===== config.mk =====
export PLATFORM = sky130hd
export DESIGN_NAME = id_ex_pipe_reg_flat
export DESIGN_NICKNAME = d
export VERILOG_FILES = /design/src/rtl/id_ex_pipe_reg_if.sv /design/src/rtl/id_ex_pipe_reg.sv /design/src/flat_wrapper.sv
export SDC_FILE = /design/constraint.sdc
export NUM_CORES = 1
export LEC_CHECK = 0
export CAP_MARGIN = 20
export CORE_MARGIN = 8
export CORE_UTILIZATION = 45
export CTS_BUF_LIST = sky130_fd_sc_hd__clkbuf_2
export DETAILED_ROUTE_END_ITERATION = 16
export PLACE_DENSITY_LB_ADDON = 0.25
export REMOVE_ABC_BUFFERS = 1
export SYNTH_ARGS = -nofsm -noshare
export SYNTH_HDL_FRONTEND = slang
export SYNTH_SLANG_ARGS = --single-unit

===== constraint.sdc =====
create_clock -name clk_i -period 12.8 [get_ports clk_i]
set_input_delay 2.56 -clock clk_i [delete_from_list [all_inputs] [get_ports clk_i]]
set_output_delay 2.56 -clock clk_i [all_outputs]
set_load 0.05 [all_outputs]

===== src/rtl/id_ex_pipe_reg_if.sv =====
// ID/EX stage bundle: everything that crosses the pipeline register from decode to execute.
// The producer uses the master modport; the consumer uses the slave modport.
interface id_ex_pipe_reg_if #(
  parameter int unsigned DATA_W   = 32,
  parameter int unsigned ALU_OP_W = 2
);
  logic                valid;
  logic [DATA_W-1:0]   pc_plus4;
  logic [DATA_W-1:0]   rs_data;
  logic [DATA_W-1:0]   rt_data;
  logic [DATA_W-1:0]   imm;
  logic [4:0]          rs_addr;
  logic [4:0]          rt_addr;
  logic [4:0]          rd_addr;
  logic                reg_write;
  logic                mem_to_reg;
  logic                mem_read;
  logic                mem_write;
  logic                branch;
  logic                alu_src;
  logic                reg_dst;
  logic [ALU_OP_W-1:0] alu_op;

  modport master (
    output valid, pc_plus4, rs_data, rt_data, imm, rs_addr, rt_addr, rd_addr,
           reg_write, mem_to_reg, mem_read, mem_write, branch, alu_src, reg_dst, alu_op
  );

  modport slave (
    input  valid, pc_plus4, rs_data, rt_data, imm, rs_addr, rt_addr, rd_addr,
           reg_write, mem_to_reg, mem_read, mem_write, branch, alu_src, reg_dst, alu_op
  );
endinterface


===== src/rtl/id_ex_pipe_reg.sv =====
// ID/EX pipeline register with stall (hold) and flush (bubble), flush taking priority.
// Optional saturating bubble counter enabled by defining IDEX_BUBBLE_CNT_EN.
module id_ex_pipe_reg #(
  parameter int unsigned DATA_W   = 32,
  parameter int unsigned ALU_OP_W = 2
`ifdef IDEX_BUBBLE_CNT_EN
  , parameter int unsigned CNT_W  = 16
`endif
) (
  input  logic                   clk_i,
  input  logic                   rst_i,
  input  logic                   stall_i,
  input  logic                   flush_i,
  id_ex_pipe_reg_if.slave        id_i,
  id_ex_pipe_reg_if.master       ex_o
`ifdef IDEX_BUBBLE_CNT_EN
  , output logic [CNT_W-1:0]     bubble_cnt_o
`endif
);

  typedef struct packed {
    logic                valid;
    logic [DATA_W-1:0]   pc_plus4;
    logic [DATA_W-1:0]   rs_data;
    logic [DATA_W-1:0]   rt_data;
    logic [DATA_W-1:0]   imm;
    logic [4:0]          rs_addr;
    logic [4:0]          rt_addr;
    logic [4:0]          rd_addr;
    logic                reg_write;
    logic                mem_to_reg;
    logic                mem_read;
    logic                mem_write;
    logic                branch;
    logic                alu_src;
    logic                reg_dst;
    logic [ALU_OP_W-1:0] alu_op;
  } stage_t;

  stage_t stage_d, stage_q;

  always_comb begin
    stage_d = stage_q;
    if (flush_i) begin
      stage_d = '0;
    end else if (!stall_i) begin
      stage_d.valid      = id_i.valid;
      stage_d.pc_plus4   = id_i.pc_plus4;
      stage_d.rs_data    = id_i.rs_data;
      stage_d.rt_data    = id_i.rt_data;
      stage_d.imm        = id_i.imm;
      stage_d.rs_addr    = id_i.rs_addr;
      stage_d.rt_addr    = id_i.rt_addr;
      stage_d.rd_addr    = id_i.rd_addr;
      // An invalid slot must never carry live control into EX.
      stage_d.reg_write  = id_i.valid & id_i.reg_write;
      stage_d.mem_to_reg = id_i.valid & id_i.mem_to_reg;
      stage_d.mem_read   = id_i.valid & id_i.mem_read;
      stage_d.mem_write  = id_i.valid & id_i.mem_write;
      stage_d.branch     = id_i.valid & id_i.branch;
      stage_d.alu_src    = id_i.valid & id_i.alu_src;
      stage_d.reg_dst    = id_i.valid & id_i.reg_dst;
      stage_d.alu_op     = id_i.valid ? id_i.alu_op : '0;
    end
  end

  always_ff @(posedge clk_i or posedge rst_i) begin
    if (rst_i) stage_q <= '0;
    else       stage_q <= stage_d;
  end

  assign ex_o.valid      = stage_q.valid;
  assign ex_o.pc_plus4   = stage_q.pc_plus4;
  assign ex_o.rs_data    = stage_q.rs_data;
  assign ex_o.rt_data    = stage_q.rt_data;
  assign ex_o.imm        = stage_q.imm;
  assign ex_o.rs_addr    = stage_q.rs_addr;
  assign ex_o.rt_addr    = stage_q.rt_addr;
  assign ex_o.rd_addr    = stage_q.rd_addr;
  assign ex_o.reg_write  = stage_q.reg_write;
  assign ex_o.mem_to_reg = stage_q.mem_to_reg;
  assign ex_o.mem_read   = stage_q.mem_read;
  assign ex_o.mem_write  = stage_q.mem_write;
  assign ex_o.branch     = stage_q.branch;
  assign ex_o.alu_src    = stage_q.alu_src;
  assign ex_o.reg_dst    = stage_q.reg_dst;
  assign ex_o.alu_op     = stage_q.alu_op;

`ifdef IDEX_BUBBLE_CNT_EN
  logic [CNT_W-1:0] bubble_cnt_d, bubble_cnt_q;

  always_comb begin
    bubble_cnt_d = bubble_cnt_q;
    if (flush_i && (bubble_cnt_q != '1)) bubble_cnt_d = bubble_cnt_q + CNT_W'(1);
  end

  always_ff @(posedge clk_i or posedge rst_i) begin
    if (rst_i) bubble_cnt_q <= '0;
    else       bubble_cnt_q <= bubble_cnt_d;
  end

  assign bubble_cnt_o = bubble_cnt_q;
`endif

endmodule


===== src/flat_wrapper.sv =====
// flat-port wrapper written by rule: the top's interface ports become plain ports
module id_ex_pipe_reg_flat 
#(
  parameter int unsigned DATA_W   = 32,
  parameter int unsigned ALU_OP_W = 2

)
  (clk_i, rst_i, stall_i, flush_i, id_i_valid, id_i_pc_plus4, id_i_rs_data, id_i_rt_data, id_i_imm, id_i_rs_addr, id_i_rt_addr, id_i_rd_addr, id_i_reg_write, id_i_mem_to_reg, id_i_mem_read, id_i_mem_write, id_i_branch, id_i_alu_src, id_i_reg_dst, id_i_alu_op, ex_o_valid, ex_o_pc_plus4, ex_o_rs_data, ex_o_rt_data, ex_o_imm, ex_o_rs_addr, ex_o_rt_addr, ex_o_rd_addr, ex_o_reg_write, ex_o_mem_to_reg, ex_o_mem_read, ex_o_mem_write, ex_o_branch, ex_o_alu_src, ex_o_reg_dst, ex_o_alu_op);
  id_ex_pipe_reg_if #(.DATA_W(DATA_W), .ALU_OP_W(ALU_OP_W)) id_i_i ();
  id_ex_pipe_reg_if #(.DATA_W(DATA_W), .ALU_OP_W(ALU_OP_W)) ex_o_i ();
  input  logic clk_i;
  input  logic rst_i;
  input  logic stall_i;
  input  logic flush_i;
  input wire logic [$bits(id_i_i.valid)-1:0] id_i_valid;
  input wire logic [$bits(id_i_i.pc_plus4)-1:0] id_i_pc_plus4;
  input wire logic [$bits(id_i_i.rs_data)-1:0] id_i_rs_data;
  input wire logic [$bits(id_i_i.rt_data)-1:0] id_i_rt_data;
  input wire logic [$bits(id_i_i.imm)-1:0] id_i_imm;
  input wire logic [$bits(id_i_i.rs_addr)-1:0] id_i_rs_addr;
  input wire logic [$bits(id_i_i.rt_addr)-1:0] id_i_rt_addr;
  input wire logic [$bits(id_i_i.rd_addr)-1:0] id_i_rd_addr;
  input wire logic [$bits(id_i_i.reg_write)-1:0] id_i_reg_write;
  input wire logic [$bits(id_i_i.mem_to_reg)-1:0] id_i_mem_to_reg;
  input wire logic [$bits(id_i_i.mem_read)-1:0] id_i_mem_read;
  input wire logic [$bits(id_i_i.mem_write)-1:0] id_i_mem_write;
  input wire logic [$bits(id_i_i.branch)-1:0] id_i_branch;
  input wire logic [$bits(id_i_i.alu_src)-1:0] id_i_alu_src;
  input wire logic [$bits(id_i_i.reg_dst)-1:0] id_i_reg_dst;
  input wire logic [$bits(id_i_i.alu_op)-1:0] id_i_alu_op;
  output wire logic [$bits(ex_o_i.valid)-1:0] ex_o_valid;
  output wire logic [$bits(ex_o_i.pc_plus4)-1:0] ex_o_pc_plus4;
  output wire logic [$bits(ex_o_i.rs_data)-1:0] ex_o_rs_data;
  output wire logic [$bits(ex_o_i.rt_data)-1:0] ex_o_rt_data;
  output wire logic [$bits(ex_o_i.imm)-1:0] ex_o_imm;
  output wire logic [$bits(ex_o_i.rs_addr)-1:0] ex_o_rs_addr;
  output wire logic [$bits(ex_o_i.rt_addr)-1:0] ex_o_rt_addr;
  output wire logic [$bits(ex_o_i.rd_addr)-1:0] ex_o_rd_addr;
  output wire logic [$bits(ex_o_i.reg_write)-1:0] ex_o_reg_write;
  output wire logic [$bits(ex_o_i.mem_to_reg)-1:0] ex_o_mem_to_reg;
  output wire logic [$bits(ex_o_i.mem_read)-1:0] ex_o_mem_read;
  output wire logic [$bits(ex_o_i.mem_write)-1:0] ex_o_mem_write;
  output wire logic [$bits(ex_o_i.branch)-1:0] ex_o_branch;
  output wire logic [$bits(ex_o_i.alu_src)-1:0] ex_o_alu_src;
  output wire logic [$bits(ex_o_i.reg_dst)-1:0] ex_o_reg_dst;
  output wire logic [$bits(ex_o_i.alu_op)-1:0] ex_o_alu_op;
  assign id_i_i.valid = id_i_valid;
  assign id_i_i.pc_plus4 = id_i_pc_plus4;
  assign id_i_i.rs_data = id_i_rs_data;
  assign id_i_i.rt_data = id_i_rt_data;
  assign id_i_i.imm = id_i_imm;
  assign id_i_i.rs_addr = id_i_rs_addr;
  assign id_i_i.rt_addr = id_i_rt_addr;
  assign id_i_i.rd_addr = id_i_rd_addr;
  assign id_i_i.reg_write = id_i_reg_write;
  assign id_i_i.mem_to_reg = id_i_mem_to_reg;
  assign id_i_i.mem_read = id_i_mem_read;
  assign id_i_i.mem_write = id_i_mem_write;
  assign id_i_i.branch = id_i_branch;
  assign id_i_i.alu_src = id_i_alu_src;
  assign id_i_i.reg_dst = id_i_reg_dst;
  assign id_i_i.alu_op = id_i_alu_op;
  assign ex_o_valid = ex_o_i.valid;
  assign ex_o_pc_plus4 = ex_o_i.pc_plus4;
  assign ex_o_rs_data = ex_o_i.rs_data;
  assign ex_o_rt_data = ex_o_i.rt_data;
  assign ex_o_imm = ex_o_i.imm;
  assign ex_o_rs_addr = ex_o_i.rs_addr;
  assign ex_o_rt_addr = ex_o_i.rt_addr;
  assign ex_o_rd_addr = ex_o_i.rd_addr;
  assign ex_o_reg_write = ex_o_i.reg_write;
  assign ex_o_mem_to_reg = ex_o_i.mem_to_reg;
  assign ex_o_mem_read = ex_o_i.mem_read;
  assign ex_o_mem_write = ex_o_i.mem_write;
  assign ex_o_branch = ex_o_i.branch;
  assign ex_o_alu_src = ex_o_i.alu_src;
  assign ex_o_reg_dst = ex_o_i.reg_dst;
  assign ex_o_alu_op = ex_o_i.alu_op;
  id_ex_pipe_reg #(.DATA_W(DATA_W), .ALU_OP_W(ALU_OP_W)) u_core (.clk_i(clk_i), .rst_i(rst_i), .stall_i(stall_i), .flush_i(flush_i), .id_i(id_i_i), .ex_o(ex_o_i));
endmodule

==> results.toml, run 1 <==
[sta]
fmax_mhz = 221
fin_tns_setup_ns = 0
skew_ns = 0
timing.final.crit_share_pct = 35.3
period_needed_ns = 4.52
slew_headroom_pct = 33.8
setup_viol = 0
rsz0062_at_grt = "false"
maxSlewViolCount = 0
hold_violations = 0
worst_pin_slew_ns = 0.994

[power]
sw_frac_of_total_pct = 32.8
intPower_mw = 0.712
seq_power_share_pct = 49.6
leakagePower_nw = 4.50
combPwrFrac_pct = 26.3
powerDensity_nw_per_um2 = 111
power_switching_mw = 0.347
irDropWorstVdd_v = 0.0000528
clkPwrFrac_pct = 24.1

[yosys]
synth_top_area_share_pct = 61.3
syn-cell-area_um2 = 6250
ys_seq_area_share_pct = 61.3
synth-seq-cells = 153
ys_top_cells_by_area = "dfrtp_1 (61%), mux2i_1 (23%), nor2_1 (8.6%)"
yosysWarnings = 0
avgSynthCellArea_um2 = 12.7
ys.flop_type = "dfrtp_1"
synth_commonest_cells = "dfrtp_1 (153), mux2i_1 (144), nor2_1 (144), buf_8 (14), clkbuf_1 (9)"
syn_inst = 491
synthArstFlopShare_pct = 100
synth.distinct_cells = 16
synth_edf_count = 0
synth.most_common_cell = "dfrtp_1"
yosysTopAreaCell = "dfrtp_1"

[cells_and_area]
area_growth_syn_to_layout_pct = 52.0
nets = 944
final.fill_count = 1001
final_cells = 982
drive_gt1_share_pct = 4.50

[place]
port_buffers = 309
place.gp.congestion = 0.769
place.detailed.hpwl_um = 14400
dp_cells = 948

[worst_setup_path]
crit_chain = "clkdlybuf4s50_1"
start_kind = "flip-flop"
worstPathArrival_ns = 1.96
startpoint = "u_core.ex_o.rs_data[5]$_DFFE_PP0P_"
cp.required_ns = 10.24
slowest_delay_ns = 0.87
timing.rr.start = "u_core.ex_o.imm[10]$_DFFE_PP0P_"
r2r-end = "u_core.ex_o.imm[10]$_DFFE_PP0P_"
criticalPathCategory = "reg -> out"
crit_end = "ex_o_rs_data[5]"
cp-end-kind = "output pin"
cp_max_fo = 2
cp_top_family = "buffers and inverters"
r2r_slack_ns = 11.99
critical_path_depth = 1
crit_slowest_cell = "clkdlybuf4s50_1"
crit_buf_inv = 1
reg2reg_depth = 2

[clock_network]
ctsHoldBuffers = 0
cts_buffer_depth = 2
clk_latency_ns = 0.69
clkSlewWorstSetupHoldPaths_ns = 0.20
cts_buffers = 17
cts_resized = 0
cts_tree = "yes"
cts_sinks = 153
post_cts_buffers = 0
htree_levels = 4
cts-root-buf = "clkbuf_2"

[floorplanning]
dieArea_um2 = 17900
die_x_um = 134
die_height_um = 134
io_pins = 310
row_count = 43
start_util_pct = 45.6
design.core.area_um2 = 13700

[route]
firstDrtPassIters = 4
drtAntennaViolNets = 0
viasPerCell = 4.91
dr.first_iter.drc_count = 282
drc = 0
wl_per_cell_um = 19.6
wirelength_um = 19200
vias = 4819

[min_path]
hold_class = "reg -> reg"
hp-start = "u_core.ex_o.mem_read$_DFFE_PP0P_"

[grt]
antenna_found_initial = 2
grt_use_total_pct = 21.4
grt_pass1_vias = 5150
grt_overflow = 0
grt_max_degree = 92
grt_pass1_wl_um = 29600

[flow_run]
maxCapViolations = 0

[outcome]
outcome = "completed"
==> per-stage QoR <==
stage | worst slack [ns] | total power, mW | hold WS [ns] | instance area (um^2) | utilization (%)
2_1_floorplan | 6.12 | 0.675 | 0.758 | 5930 | -
3_3_place_gp | 8.10 | 0.809 | 0.480 | 9270 | 67.6
3_5_place_dp | 8.04 | 0.815 | 0.482 | 9270 | 67.6
4_1_cts | 8.16 | 1.07 | 0.523 | 9490 | 69.2
5_1_grt | 8.13 | 1.10 | 0.552 | 9500 | 69.2
6_report | 8.28 | 1.06 | 0.522 | 9500 | 69.2
==> how the worst min path moves through the flow <==
stage	end	slack, ns	depth (start not counted)
after CTS	u_core.ex_o.mem_read$_DFFE_PP0P_	0.52	1
after detailed placement	u_core.ex_o.mem_read$_DFFE_PP0P_	0.48	1
after global routing	u_core.ex_o.alu_op[1]$_DFFE_PP0P_	0.55	1
final	u_core.ex_o.mem_read$_DFFE_PP0P_	0.52	1
after floorplan	u_core.ex_o.reg_write$_DFFE_PP0P_	0.76	2
after global placement	u_core.ex_o.mem_to_reg$_DFFE_PP0P_	0.48	1
==> final cells by class <==
| class | instances | area [um^2] | area share, % |
|---|---|---|---|
| antenna | 2 | 5.00 | 0.0527 |
| tap | 180 | 225 | 2.37 |
| timing repair buffer | 312 | 3120 | 32.8 |
| multi-input combinational | 301 | 2090 | 22.0 |
| clock buffer | 18 | 90.1 | 0.948 |
| inverter | 2 | 12.5 | 0.132 |
| sequential | 153 | 3830 | 40.3 |
| clock inverter | 14 | 130 | 1.37 |
==> power by group through the flow <==
stage	combinational, mW	sequential [mW]	clock (mW)
CTS	0.282	0.526	0.266
global placement	0.277	0.533	0
global route	0.293	0.529	0.282
detailed placement	0.281	0.534	0
finish	0.279	0.525	0.255
floorplan	0.0476	0.628	0
==> routing by layer <==
layer  up-vias  routed length, um  part of all wire, %  GRT usage (%)
li1       2232                  -                    -              -
met1      2343               7470                   39           24.3
met2       211               9430                   49           35.1
met3        33               1720                  8.9           8.23
met4         0                608                  3.2           9.61
met5         -                  0                    0              0
==> cell usage in the layout (no fill, tap or decap), types with 4 or more instances in the layout <==
| cell type | netlist | layout |
|---|---|---|
| nor2_1 | 144 | 144 |
| clkinv_2 | 0 | 6 |
| clkbuf_2 | 1 | 18 |
| dfrtp_1 | 153 | 153 |
| a32o_1 | 8 | 8 |
| mux2i_1 | 144 | 144 |
| clkdlybuf4s50_1 | 0 | 307 |
| buf_4 | 2 | 4 |
==> cells by family (layout without fill, tap and decap cells) <==
group	Yosys count	in the layout	share of synthesized area, %
flip-flops	153	153	61.3
AND/OR/NAND/NOR	148	148	9.03
multiplexers	144	144	23.1
buffers and inverters	37	346	5.29
AO/OA/AOI/OAI	9	9	1.36
other	0	2	0
(Power assumes the default switching activity.)
==> inputs of run 2 (changes only) <==
Settings changed: CORE_UTILIZATION 45 to 38.
Clock period 12.8 ns to 3.94 ns, I/O delays scaled along.
==> run 2 against run 1 <==
  * Routed wire length shrank 2.7%
  * Total power rose to 3.4 times the previous value
  * Critical path depth unchanged
==> results.toml, run 2 (synthesis results as in run 1) <==
[outcome]
outcome = "completed"

[worst_setup_path]
cp_top_family = "buffers and inverters"
slowest_delay_ns = 0.86
crit_buf_inv = 1
worstPathArrival_ns = 1.96
cp.required_ns = 3.15
start_kind = "flip-flop"
criticalPathCategory = "reg -> out"
crit_chain = "clkdlybuf4s50_1"
crit_slowest_cell = "clkdlybuf4s50_1"
cp_max_fo = 2
cp-end-kind = "output pin"

[grt]
grt_use_total_pct = 17.7
grt_pass1_wl_um = 28200
use_met2_pct = 29.3
met3_usage_pct = 6.90
antenna_found_initial = 0
grt_pass1_vias = 5144
grt_busiest_layer = "met2"
grt_max_degree = 96
met1_usage_pct = 20.2
grt_overflow = 0

[place]
place.gp.congestion = 0.819
port_buffers = 309
place_area_um2 = 9370
place_ws_ns = 1.61
place.detailed.hpwl_um = 14000
dp_cells = 991

[clock_network]
cts_buffer_depth = 2
post_cts_buffers = 0
cts_tree = "yes"
htree_levels = 4
ctsHoldBuffers = 0
cts_sinks = 153
cts_buffers = 17
clk_latency_ns = 0.69
cts_resized = 0
cts-root-buf = "clkbuf_2"
clkSlewWorstSetupHoldPaths_ns = 0.22

[route]
wl_per_cell_um = 18.3
firstDrtPassIters = 6
drtAntennaViolNets = 0
wirelength_um = 18700
vias = 4755
dr.first_iter.drc_count = 202
drc = 0
viasPerCell = 4.65

[sta]
maxSlewViolCount = 0
hold_ws_ns = 0.529
fmax_mhz = 364
slew_headroom_pct = 42.9
timing.final.crit_share_pct = 69.7
setup_viol = 0
worst_pin_slew_ns = 0.857
fin_ws_ns = 1.19
skew_ns = 0
hold_violations = 0
period_needed_ns = 2.75
rsz0062_at_grt = "false"

[cells_and_area]
nets = 947
final.fill_count = 1373
final_cells = 1023
most-common-layout-cells = "clkdlybuf4s50_1 (307), dfrtp_1 (153), mux2i_1 (144), nor2_1 (144), clkbuf_2 (18)"
final_area_um2 = 9660
final_common_cell = "clkdlybuf4s50_1"
antenna_cells = 0
area_growth_syn_to_layout_pct = 54.5
drive_gt1_share_pct = 5.11

[floorplanning]
io_pins = 310
die_x_um = 144
dieArea_um2 = 20800
design.core.area_um2 = 16300
die_height_um = 144
row_count = 47
start_util_pct = 38.2

[power]
powerDensity_nw_per_um2 = 375
finalPower_mw = 3.62
irDropWorstVdd_v = 0.000199
leakagePower_nw = 4.54

[min_path]
hold_class = "reg -> reg"

[flow_run]
maxCapViolations = 0
run 2: changes by cell type in the layout (fill, tap and decap cells not counted):
cell	delta
clkinv_2	-3
buf_12	+2
bufinv_16	+2
clkinv_1	-2
diode_2	-2
buf_4	+1
clkinvlp_4	+1
inv_6	+1
inv_8	+1
run 2: path summary, 6_finish.rpt:
check                                                startpoint                              endpoint  slack [ns]  cells past startpoint
min                            u_core.ex_o.mem_read$_DFFE_PP0P_      u_core.ex_o.mem_read$_DFFE_PP0P_        0.53                      1
max                        u_core.ex_o.pc_plus4[25]$_DFFE_PP0P_                     ex_o_pc_plus4[25]        1.19                      1
max in group asynchronous                                 rst_i  u_core.ex_o.pc_plus4[21]$_DFFE_PP0P_        2.47                      3
min reg2reg                    u_core.ex_o.mem_read$_DFFE_PP0P_      u_core.ex_o.mem_read$_DFFE_PP0P_        0.53                      1
min in group asynchronous                                 rst_i   u_core.ex_o.rt_data[16]$_DFFE_PP0P_        0.58                      2
max reg2reg                     u_core.ex_o.imm[27]$_DFFE_PP0P_       u_core.ex_o.imm[27]$_DFFE_PP0P_        3.17                      2
run 2: final cells by class:
class                   count  area [um^2]  area share [%]
flip-flops and latches    153         3830            39.6
clock buffers              18         90.1           0.933
clock inverters            14          195            2.02
repair buffers            315         3160            32.8
multi-input cells         301         2090            21.7
inverters                   2         12.5           0.130
well taps                 220          275            2.85
run 2: metal layers:
metal  vias to the layer above  wire length [um]  share of wire [%]
met2                       204              8950                 48
met3                        24              1860                9.9
li1                       2242                 -                  -
met5                         -                 0                  0
met1                      2285              7490                 40
met4                         0               395                2.1
run 2: report_power, final:
group / switching (mW) / internal [mW]
combinational: 0.533 / 0.373
sequential: 0.0505 / 1.66
clock: 0.581 / 0.425
total: 1.16 / 2.46
run 2: per-stage QoR:
stage | utilization [%] | TNS [ns]
after floorplan | - | -148.33
final | 59.1 | 0
after CTS | 59.1 | 0
after detailed placement | 57.3 | 0
after global placement | 57.3 | 0
after global routing | 59.1 | 0
==> inputs of run 3 (changes only) <==
Clock period 3.94 ns to 2.4 ns, I/O delays scaled along.
==> run 3 against run 2 <==
  * Global-route usage decreased by 0.10 points
  * Flip-flop and latch count unchanged
  * Clock power rose by 48%
  * Critical path depth unchanged
  * Routed wire length down 0.36%
  * Die area unchanged
  * Non-clock buffer count increased by 6
  * Combinational power up 55%
  * Largest power group unchanged
  * Highest routed layer unchanged
==> results.toml, run 3 (synthesis results as in run 1) <==
[sta]
worst_pin_slew_ns = 0.559
maxSlewViolCount = 0
period_needed_ns = 2.14
hold_violations = 0
slew_headroom_pct = 62.7
skew_ns = 0
timing.final.crit_share_pct = 89.1
rsz0062_at_grt = "false"
hold_ws_ns = 0.126
setup_viol = 0
fmax_mhz = 468

[worst_setup_path]
crit_buf_inv = 1
crit_end = "ex_o_rd_addr[3]"
slowest_delay_ns = 0.54
start_kind = "flip-flop"
worstPathArrival_ns = 1.66
critical_path_depth = 1
cp_max_fo = 2
crit_slowest_cell = "dlygate4sd2_1"
r2r-end = "u_core.ex_o.alu_src$_DFFE_PP0P_"
crit_chain = "dlygate4sd2_1"
r2r_slack_ns = 1.65
timing.rr.start = "u_core.ex_o.alu_src$_DFFE_PP0P_"
reg2reg_depth = 1
cp.required_ns = 1.92
cp-end-kind = "output pin"
cp_top_family = "buffers and inverters"
criticalPathCategory = "reg -> out"
startpoint = "u_core.ex_o.rd_addr[3]$_DFFE_PP0P_"

[floorplanning]
start_util_pct = 38.2
row_count = 47
die_x_um = 144
dieArea_um2 = 20800
io_pins = 310
design.core.area_um2 = 16300
die_height_um = 144

[route]
viasPerCell = 4.65
vias = 4786
drc = 0
dr.first_iter.drc_count = 149
firstDrtPassIters = 4
wl_per_cell_um = 18.1
wirelength_um = 18600
drtAntennaViolNets = 0

[grt]
grt_use_total_pct = 17.6
grt_max_degree = 64
grt_pass1_vias = 5215
antenna_found_initial = 1
grt_pass1_wl_um = 28100
grt_overflow = 0

[clock_network]
cts-root-buf = "clkbuf_2"
clk_latency_ns = 0.68
cts_tree = "yes"
clkSlewWorstSetupHoldPaths_ns = 0.23
htree_levels = 4
ctsHoldBuffers = 0
cts_buffer_depth = 2
cts_buffers = 17
cts_sinks = 153

[cells_and_area]
final_common_cell = "clkdlybuf4s50_1"
area_growth_syn_to_layout_pct = 52.5
drive_gt1_share_pct = 5.69
final.fill_count = 1444
most-common-layout-cells = "clkdlybuf4s50_1 (154), dlygate4sd2_1 (153), dfrtp_1 (153)"
nets = 953

[power]
powerDensity_nw_per_um2 = 596
leakagePower_nw = 5.14
finalPower_mw = 5.68
irDropWorstVdd_v = 0.000348

[flow_run]
maxCapViolations = 0

[min_path]
hold_class = "in -> async"

[place]
place.gp.congestion = 0.826
port_buffers = 309
place.detailed.hpwl_um = 14100

[outcome]
outcome = "completed"
run 3: cell count changes in the layout (fill, tap and decap cells not counted), sizes merged, moves of 2 or more:
cell           previous run  this run
clkbuf                   19        21
buf                       7        13
clkdlybuf4s50           307       154
dlygate4sd2               0       153
inv                       5         2
run 3: worst min-delay path by stage:
stage	from	end	slack (ns)	cells past startpoint
floorplan	flush_i	u_core.ex_o.reg_write$_DFFE_PP0P_	0.54	1
global placement	u_core.ex_o.branch$_DFFE_PP0P_	u_core.ex_o.branch$_DFFE_PP0P_	0.48	1
detailed placement	u_core.ex_o.alu_op[0]$_DFFE_PP0P_	u_core.ex_o.alu_op[0]$_DFFE_PP0P_	0.49	1
CTS	rst_i	u_core.ex_o.pc_plus4[4]$_DFFE_PP0P_	0.03	2
global route	rst_i	u_core.ex_o.rt_data[13]$_DFFE_PP0P_	0.06	2
finish	rst_i	u_core.ex_o.rt_data[2]$_DFFE_PP0P_	0.13	2
run 3: area by class of cell:
type | instances | area [um^2] | share of cell area (%)
clock buffer | 20 | 100 | 1.05
clock inverter | 12 | 151 | 1.59
timing repair buffer | 321 | 3070 | 32.2
multi-input combinational | 301 | 2090 | 21.9
tap | 220 | 275 | 2.89
sequential | 153 | 3830 | 40.2
inverter | 2 | 12.5 | 0.131
antenna | 1 | 2.50 | 0.0263
run 3: repair_timing:
action | CTS | global route
endpoints found under the hold margin | 0 | 0
endpoints found under the setup margin | 153 | 0
setup buffers | 0 | 0
gates resized for setup | 153 | 0
run 3: report_power, final:
| part | total, mW | internal (mW) | switching, mW |
|---|---|---|---|
| sequential | 2.79 | 2.72 | 0.0716 |
| combinational | 1.40 | 0.524 | 0.879 |
| clock | 1.49 | 0.587 | 0.900 |
run 3: metrics by stage:
stage          setup TNS, ns  instance area (um^2)  cells  setup slack (ns)  util [%]
6_report                   0                  9530   1030             0.262      58.3
5_1_grt                    0                  9530   1030            0.0928      58.3
4_1_cts                    0                  9530   1029             0.151      58.3
3_5_place_dp               0                  9470    997             0.613      57.9
3_3_place_gp               0                  9470    997             0.705      57.9
2_1_floorplan        -336.82                  5930    456             -2.20         -
run 3: per-layer routing:
metal	routed length, um	track usage [%]	up-vias
met3	1980	7.82	30
li1	-	-	2258
met1	7140	19.2	2288
met5	0	0	-
met4	514	7.45	0
met2	9000	29.3	210
